==> config.mk <==
export PLATFORM = sky130hd
export DESIGN_NAME = param_shift_reg
export DESIGN_NICKNAME = d
export VERILOG_FILES = /design/src/rtl/param_shift_reg.sv
export SDC_FILE = /design/constraint.sdc
export NUM_CORES = 1
export LEC_CHECK = 0
export ABC_AREA = 1
export BUFFER_PORTS_ARGS = -buffer_cell sky130_fd_sc_hd__buf_2
export CAP_MARGIN = 20
export CORE_MARGIN = 2
export CORE_UTILIZATION = 50
export DETAILED_ROUTE_END_ITERATION = 8
export PLACE_DENSITY = 0.81
export SLEW_MARGIN = 10
export SYNTH_ARGS = -nofsm -noshare
export SYNTH_HDL_FRONTEND = slang
export SYNTH_SLANG_ARGS = --single-unit
==> constraint.sdc <==
create_clock -name clk -period 1.46 [get_ports clk]
set_input_delay 0.219 -clock clk [delete_from_list [all_inputs] [get_ports clk]]
set_output_delay 0.219 -clock clk [all_outputs]
set_load 0.02 [all_outputs]
==> src/rtl/param_shift_reg.sv <==
// Multi-mode shift register: parallel load, then shift or rotate by a programmable
// amount at one bit per clock, with a start/busy/done handshake.
module param_shift_reg #(
  parameter int WIDTH   = 8,  // must be at least 2
  parameter int SHAMT_W = 4
) (
  input  logic               clk,
  input  logic               rst_n,
  input  logic               start,
  input  logic [2:0]         mode,
  input  logic [SHAMT_W-1:0] shamt,
  input  logic [WIDTH-1:0]   load_val,
  input  logic               sin,
  output logic               busy,
  output logic               done,
  output logic [WIDTH-1:0]   dout,
  output logic               sout
);

  // Handshake: start is sampled only in IDLE; busy covers SHIFT and DONE, and
  // done is a single-cycle pulse in DONE with dout already final.
  typedef enum logic [1:0] {IDLE, SHIFT, DONE} state_t;

  localparam logic [2:0] M_NOP  = 3'b000;
  localparam logic [2:0] M_LOAD = 3'b001;
  localparam logic [2:0] M_SHR  = 3'b010;
  localparam logic [2:0] M_SHL  = 3'b011;
  localparam logic [2:0] M_SRA  = 3'b100;
  localparam logic [2:0] M_ROR  = 3'b101;
  localparam logic [2:0] M_ROL  = 3'b110;

  localparam logic [SHAMT_W-1:0] CNT_ZERO = '0;
  localparam logic [SHAMT_W-1:0] CNT_ONE  = SHAMT_W'(1);

  state_t             state, state_nx;
  logic [SHAMT_W-1:0] cnt, cnt_nx;
  logic [2:0]         mode_q, mode_nx;
  logic [WIDTH-1:0]   dout_nx, step_val;
  logic               sout_nx, step_out;
  logic               is_shift_mode;

  assign is_shift_mode = (mode >= M_SHR) && (mode <= M_ROL);

  // One bit-position step of the latched operation on the current contents.
  always_comb begin
    step_val = dout;
    step_out = sout;
    case (mode_q)
      M_SHR: begin step_val = {sin, dout[WIDTH-1:1]};        step_out = dout[0];       end
      M_SHL: begin step_val = {dout[WIDTH-2:0], sin};        step_out = dout[WIDTH-1]; end
      M_SRA: begin step_val = {dout[WIDTH-1], dout[WIDTH-1:1]}; step_out = dout[0];    end
      M_ROR: begin step_val = {dout[0], dout[WIDTH-1:1]};    step_out = dout[0];       end
      M_ROL: begin step_val = {dout[WIDTH-2:0], dout[WIDTH-1]}; step_out = dout[WIDTH-1]; end
      default: ;
    endcase
  end

  always_comb begin
    state_nx = state;
    cnt_nx   = cnt;
    mode_nx  = mode_q;
    dout_nx  = dout;
    sout_nx  = sout;
    case (state)
      IDLE: begin
        if (start) begin
          state_nx = DONE;
          if (mode == M_LOAD) begin
            dout_nx = load_val;
          end else if (is_shift_mode && shamt != CNT_ZERO) begin
            mode_nx  = mode;
            cnt_nx   = shamt;
            state_nx = SHIFT;
          end
        end
      end
      SHIFT: begin
        dout_nx = step_val;
        sout_nx = step_out;
        cnt_nx  = cnt - CNT_ONE;
        if (cnt == CNT_ONE) state_nx = DONE;
      end
      DONE:    state_nx = IDLE;
      default: state_nx = IDLE;
    endcase
  end

  always_ff @(posedge clk or negedge rst_n) begin
    if (!rst_n) begin
      state  <= IDLE;
      cnt    <= '0;
      mode_q <= M_NOP;
      dout   <= '0;
      sout   <= 1'b0;
    end else begin
      state  <= state_nx;
      cnt    <= cnt_nx;
      mode_q <= mode_nx;
      dout   <= dout_nx;
      sout   <= sout_nx;
    end
  end

  assign busy = (state != IDLE);
  assign done = (state == DONE);

endmodule

==> results.txt <==
The flow ran to the end, and the final reports show no timing, DRC or antenna violations. Synthesis produced a netlist whose cell count is 179. TritonCTS built the clock tree. In the layout the commonest cells are sky130_fd_sc_hd__nand2_1 (54), sky130_fd_sc_hd__buf_2 (29), sky130_fd_sc_hd__nor2_1 (27).

Timing would allow up to 750.3 MHz. The standard-cell row count is 17. The run gives 0.6654 as the final cell utilization of the core. Once detailed placement completed, the half-perimeter wirelength came to 2.210 mm. Via count of the routed design: 1,302. The maximum number of pins on one net before global-route repair was 19. After synthesis the netlist holds a flip-flop and latch count of 18.

The setup TNS after final layout was 0 ns. The clock buffer count from CTS is 3, and the initial core utilization is 0.5350. In the routed design, unresolved DRC markers number 0.

The first global-routing pass estimated 4.864 mm of wire. At the pin with the least slew margin, the transition time is 0.4089 ns. The number of antenna diodes in the final layout is 0. The most frequent standard cell in the layout excluding fill and tap cells is sky130_fd_sc_hd__nand2_1. The worst setup path is launched from a flop. At the later pin of the worst-skew pair, clock insertion delay measures 0.30 ns.

In this run the deepest clock path goes through 2 buffers. Across all setup checks in the final design, the least slack found is 0.1273 ns. In this run the count of I/O pins placed on the die edge is 30.

The shortest clock period the worst path allows after layout was 1.333 ns. The remaining antenna violation count after routing is 0. Setup repair after global routing left no endpoint under its margin. Across the VDD grid, the largest voltage drop is 1.532 mV. After clock tree synthesis, the clock-pin slew on the worst setup and hold paths is 0.10 ns.

The tools report the via count of the first global-routing pass as 1,221. The count of input and output buffers is 29, and the number of placed instances, taps included is 241. The proportion of layout cells with a drive suffix above 1 came out at 0.2740. The number of DRC markers after the initial detailed-route iteration is 28. Initial antenna violation count: 0. The endpoint identified for the worst register-to-register timing path is dout[0]$_DFFE_PN0P_.

The total global-route track usage came out at 0.2311. The mean instance size in the synthesized netlist is 6.738 µm². The cell type of the slowest stage on the worst timing path is sky130_fd_sc_hd__dfrtp_1. Along the worst hold path, the cell count comes to 3. Setup violations remaining at the end of the flow were counted as 0. For the worst flop-to-flop path, the logic depth is 8. In this run the register-to-register setup slack is 0.13 ns.

The post-route non-filler standard cell count came out at 247. Dividing total power by cell area gives a power density of 2461 mW/mm². The run gives 0.004360 ns as the final setup skew. The critical path is of the reg2reg type. For the number of max-slew violations in the final report, the log shows 0. The tools report the cell area after layout as 0.001500 mm². In this run the static leakage power is 0.8038 nW. The run gives 0 as the reported max-cap violation count.

Dividing the detail-routed via count by the number of cells gives 5.271. The first TritonRoute pass finished after 4 iterations. STA puts the critical path data arrival time at 1.58 ns. The run gives 0 as the number of warnings printed during yosys synthesis. Kind of capture point of the worst setup path: a flop. The tools report the launch point of the worst hold path as mode[2]. The floorplan die width was 53.12 µm.

The most frequent cell on the critical path was sky130_fd_sc_hd__nand2_1. The synthesis-to-layout area growth is 24.38%, and the total routed wirelength is 2.936 mm. The placed instance area is 0.001429 mm², and the height of the die is 53.12 µm. For the count of endpoints failing hold in the final timing report, the log shows 0. In the final routed layout, each cell accounts on average for 11.89 µm.

Yosys mapped the design onto 22 distinct sky130hd cell types. The total clock sinks came out at 18. The highest net fanout along the worst path was 14; the relative slew slack was 0.7274. The net count after synthesis was 201; the proportion of synthesized chip area in sequential cells was 0.3734. The mapped netlist covers 0.001206 mm². For the number of H-tree branching levels, the log shows 1. Class of the most critical hold timing path: in2reg. The beginning of the worst register-to-register path was mode_q[2]$_DFFE_PN0P_. The total area inside the core boundary comes to 0.002255 mm². Fill cells in the final layout number 202. The critical path goes through inv_1 -> ha_1 -> nand3_1 -> nand3_2 -> buf_12 -> nor2_1 -> nand2_1 -> nand2_1. Data on the critical path is required at its endpoint by 1.70 ns. The post-route clock period utilization is 0.9128. Global routing finished with a remaining overflow of 0. In this run the clock root is driven by a sky130_fd_sc_hd__clkbuf_4. The delay contributed by the slowest stage of the critical path came out at 0.40 ns. Before CTS, the worst setup slack after placement is 0.05595 ns. The run gives 0.002821 mm² as the area enclosed by the die boundary. The path with the worst hold slack has its endpoint at mode_q[2]$_DFFE_PN0P_. The buffer and inverter count on the worst path came out at 2. At the end of routability-driven placement, the weighted congestion stood at 0.9204.

The final layout contains 243 nets. The cell family contributing the most delay on the critical path is flip-flops.
metal layers:
metal	routed length (µm)	GRT usage	vias to the layer above
met5	0	0	-
met4	25	0.09829	0
met3	125	0.03390	3
met2	1534	0.3979	40
met1	1251	0.2847	608
li1	-	-	651
worst max path at each step:
stage,start,end,slack (ns),cells after the start
3_3_place_gp,cnt[1]$_DFFE_PN0P_,mode_q[2]$_DFFE_PN0P_,0.11,7
5_1_grt,mode_q[2]$_DFFE_PN0P_,dout[6]$_DFFE_PN0P_,0.005,8
2_1_floorplan,mode_q[2]$_DFFE_PN0P_,dout[2]$_DFFE_PN0P_,0.14,8
6_report,mode_q[2]$_DFFE_PN0P_,dout[0]$_DFFE_PN0P_,0.13,8
4_1_cts,cnt[1]$_DFFE_PN0P_,mode_q[2]$_DFFE_PN0P_,0.04,7
3_5_place_dp,cnt[1]$_DFFE_PN0P_,mode_q[2]$_DFFE_PN0P_,0.06,7
area by class of cell:
cell class / count / area [µm²] / share of cell area
sequential: 18 / 450.4 / 0.3002
clock buffer: 3 / 22.52 / 0.01501
multi-input combinational: 139 / 676.9 / 0.4512
timing repair buffer: 39 / 235.2 / 0.1568
tap: 28 / 35.03 / 0.02335
inverter: 20 / 80.08 / 0.05338
where the power goes:
part	switching (mW)	total (mW)	internal [mW]
combinational	1.53	2.46	0.932
sequential	0.224	0.978	0.755
clock	0.158	0.254	0.0962
what timing repair did:
item,CTS,global route
setup endpoints to repair,0,11
buffers inserted,0,1
hold endpoints to repair,18,0
gates resized for setup,0,7
hold buffers,1,0
sequential cells by signal, summed over array words and instances (netlist names):
register,flops
dout,8
cnt,4
sout,1
state,2
mode_q,3
tightest hold or removal path, cell delays in order:
cell and delay [ns]:
sky130_fd_sc_hd__buf_2 0.10, sky130_fd_sc_hd__nor2_1 0.05, sky130_fd_sc_hd__a21oi_1 0.10
per-stage QoR:
| step | hold WS, ns | power (mW) |
|---|---|---|
| 6_report | 0.2030 | 3.692 |
| 2_1_floorplan | -0.07659 | 2.614 |
| 3_3_place_gp | 0.1739 | 3.212 |
| 3_5_place_dp | 0.1791 | 3.300 |
| 4_1_cts | 0.1988 | 3.558 |
| 5_1_grt | 0.2246 | 4.091 |
cells in the mapped netlist, drive strengths merged:
master / instances / area [µm²]
a21oi: 10 / 53.80
a31oi: 1 / 6.260
buf: 3 / 30.03
dfrtp: 18 / 450.4
ha: 3 / 37.54
inv: 20 / 75.07
nand2: 57 / 224.0
nand3: 19 / 105.1
nand4: 2 / 12.51
nor2: 33 / 143.9
o21ai: 11 / 55.05
o22ai: 1 / 6.260
or2: 1 / 6.260
cell families (layout without fill, tap and decap cells):
logic type | after synthesis | count (layout) | share of synthesized area
adders and majority gates | 3 | 3 | 0.03112
and+or+nand+nor | 112 | 113 | 0.4077
DFF | 18 | 18 | 0.3734
buffers and inverters | 23 | 62 | 0.08714
AOI/OAI and AO/OA | 23 | 23 | 0.1006
Note: power is estimated with default switching activity, not from simulation.
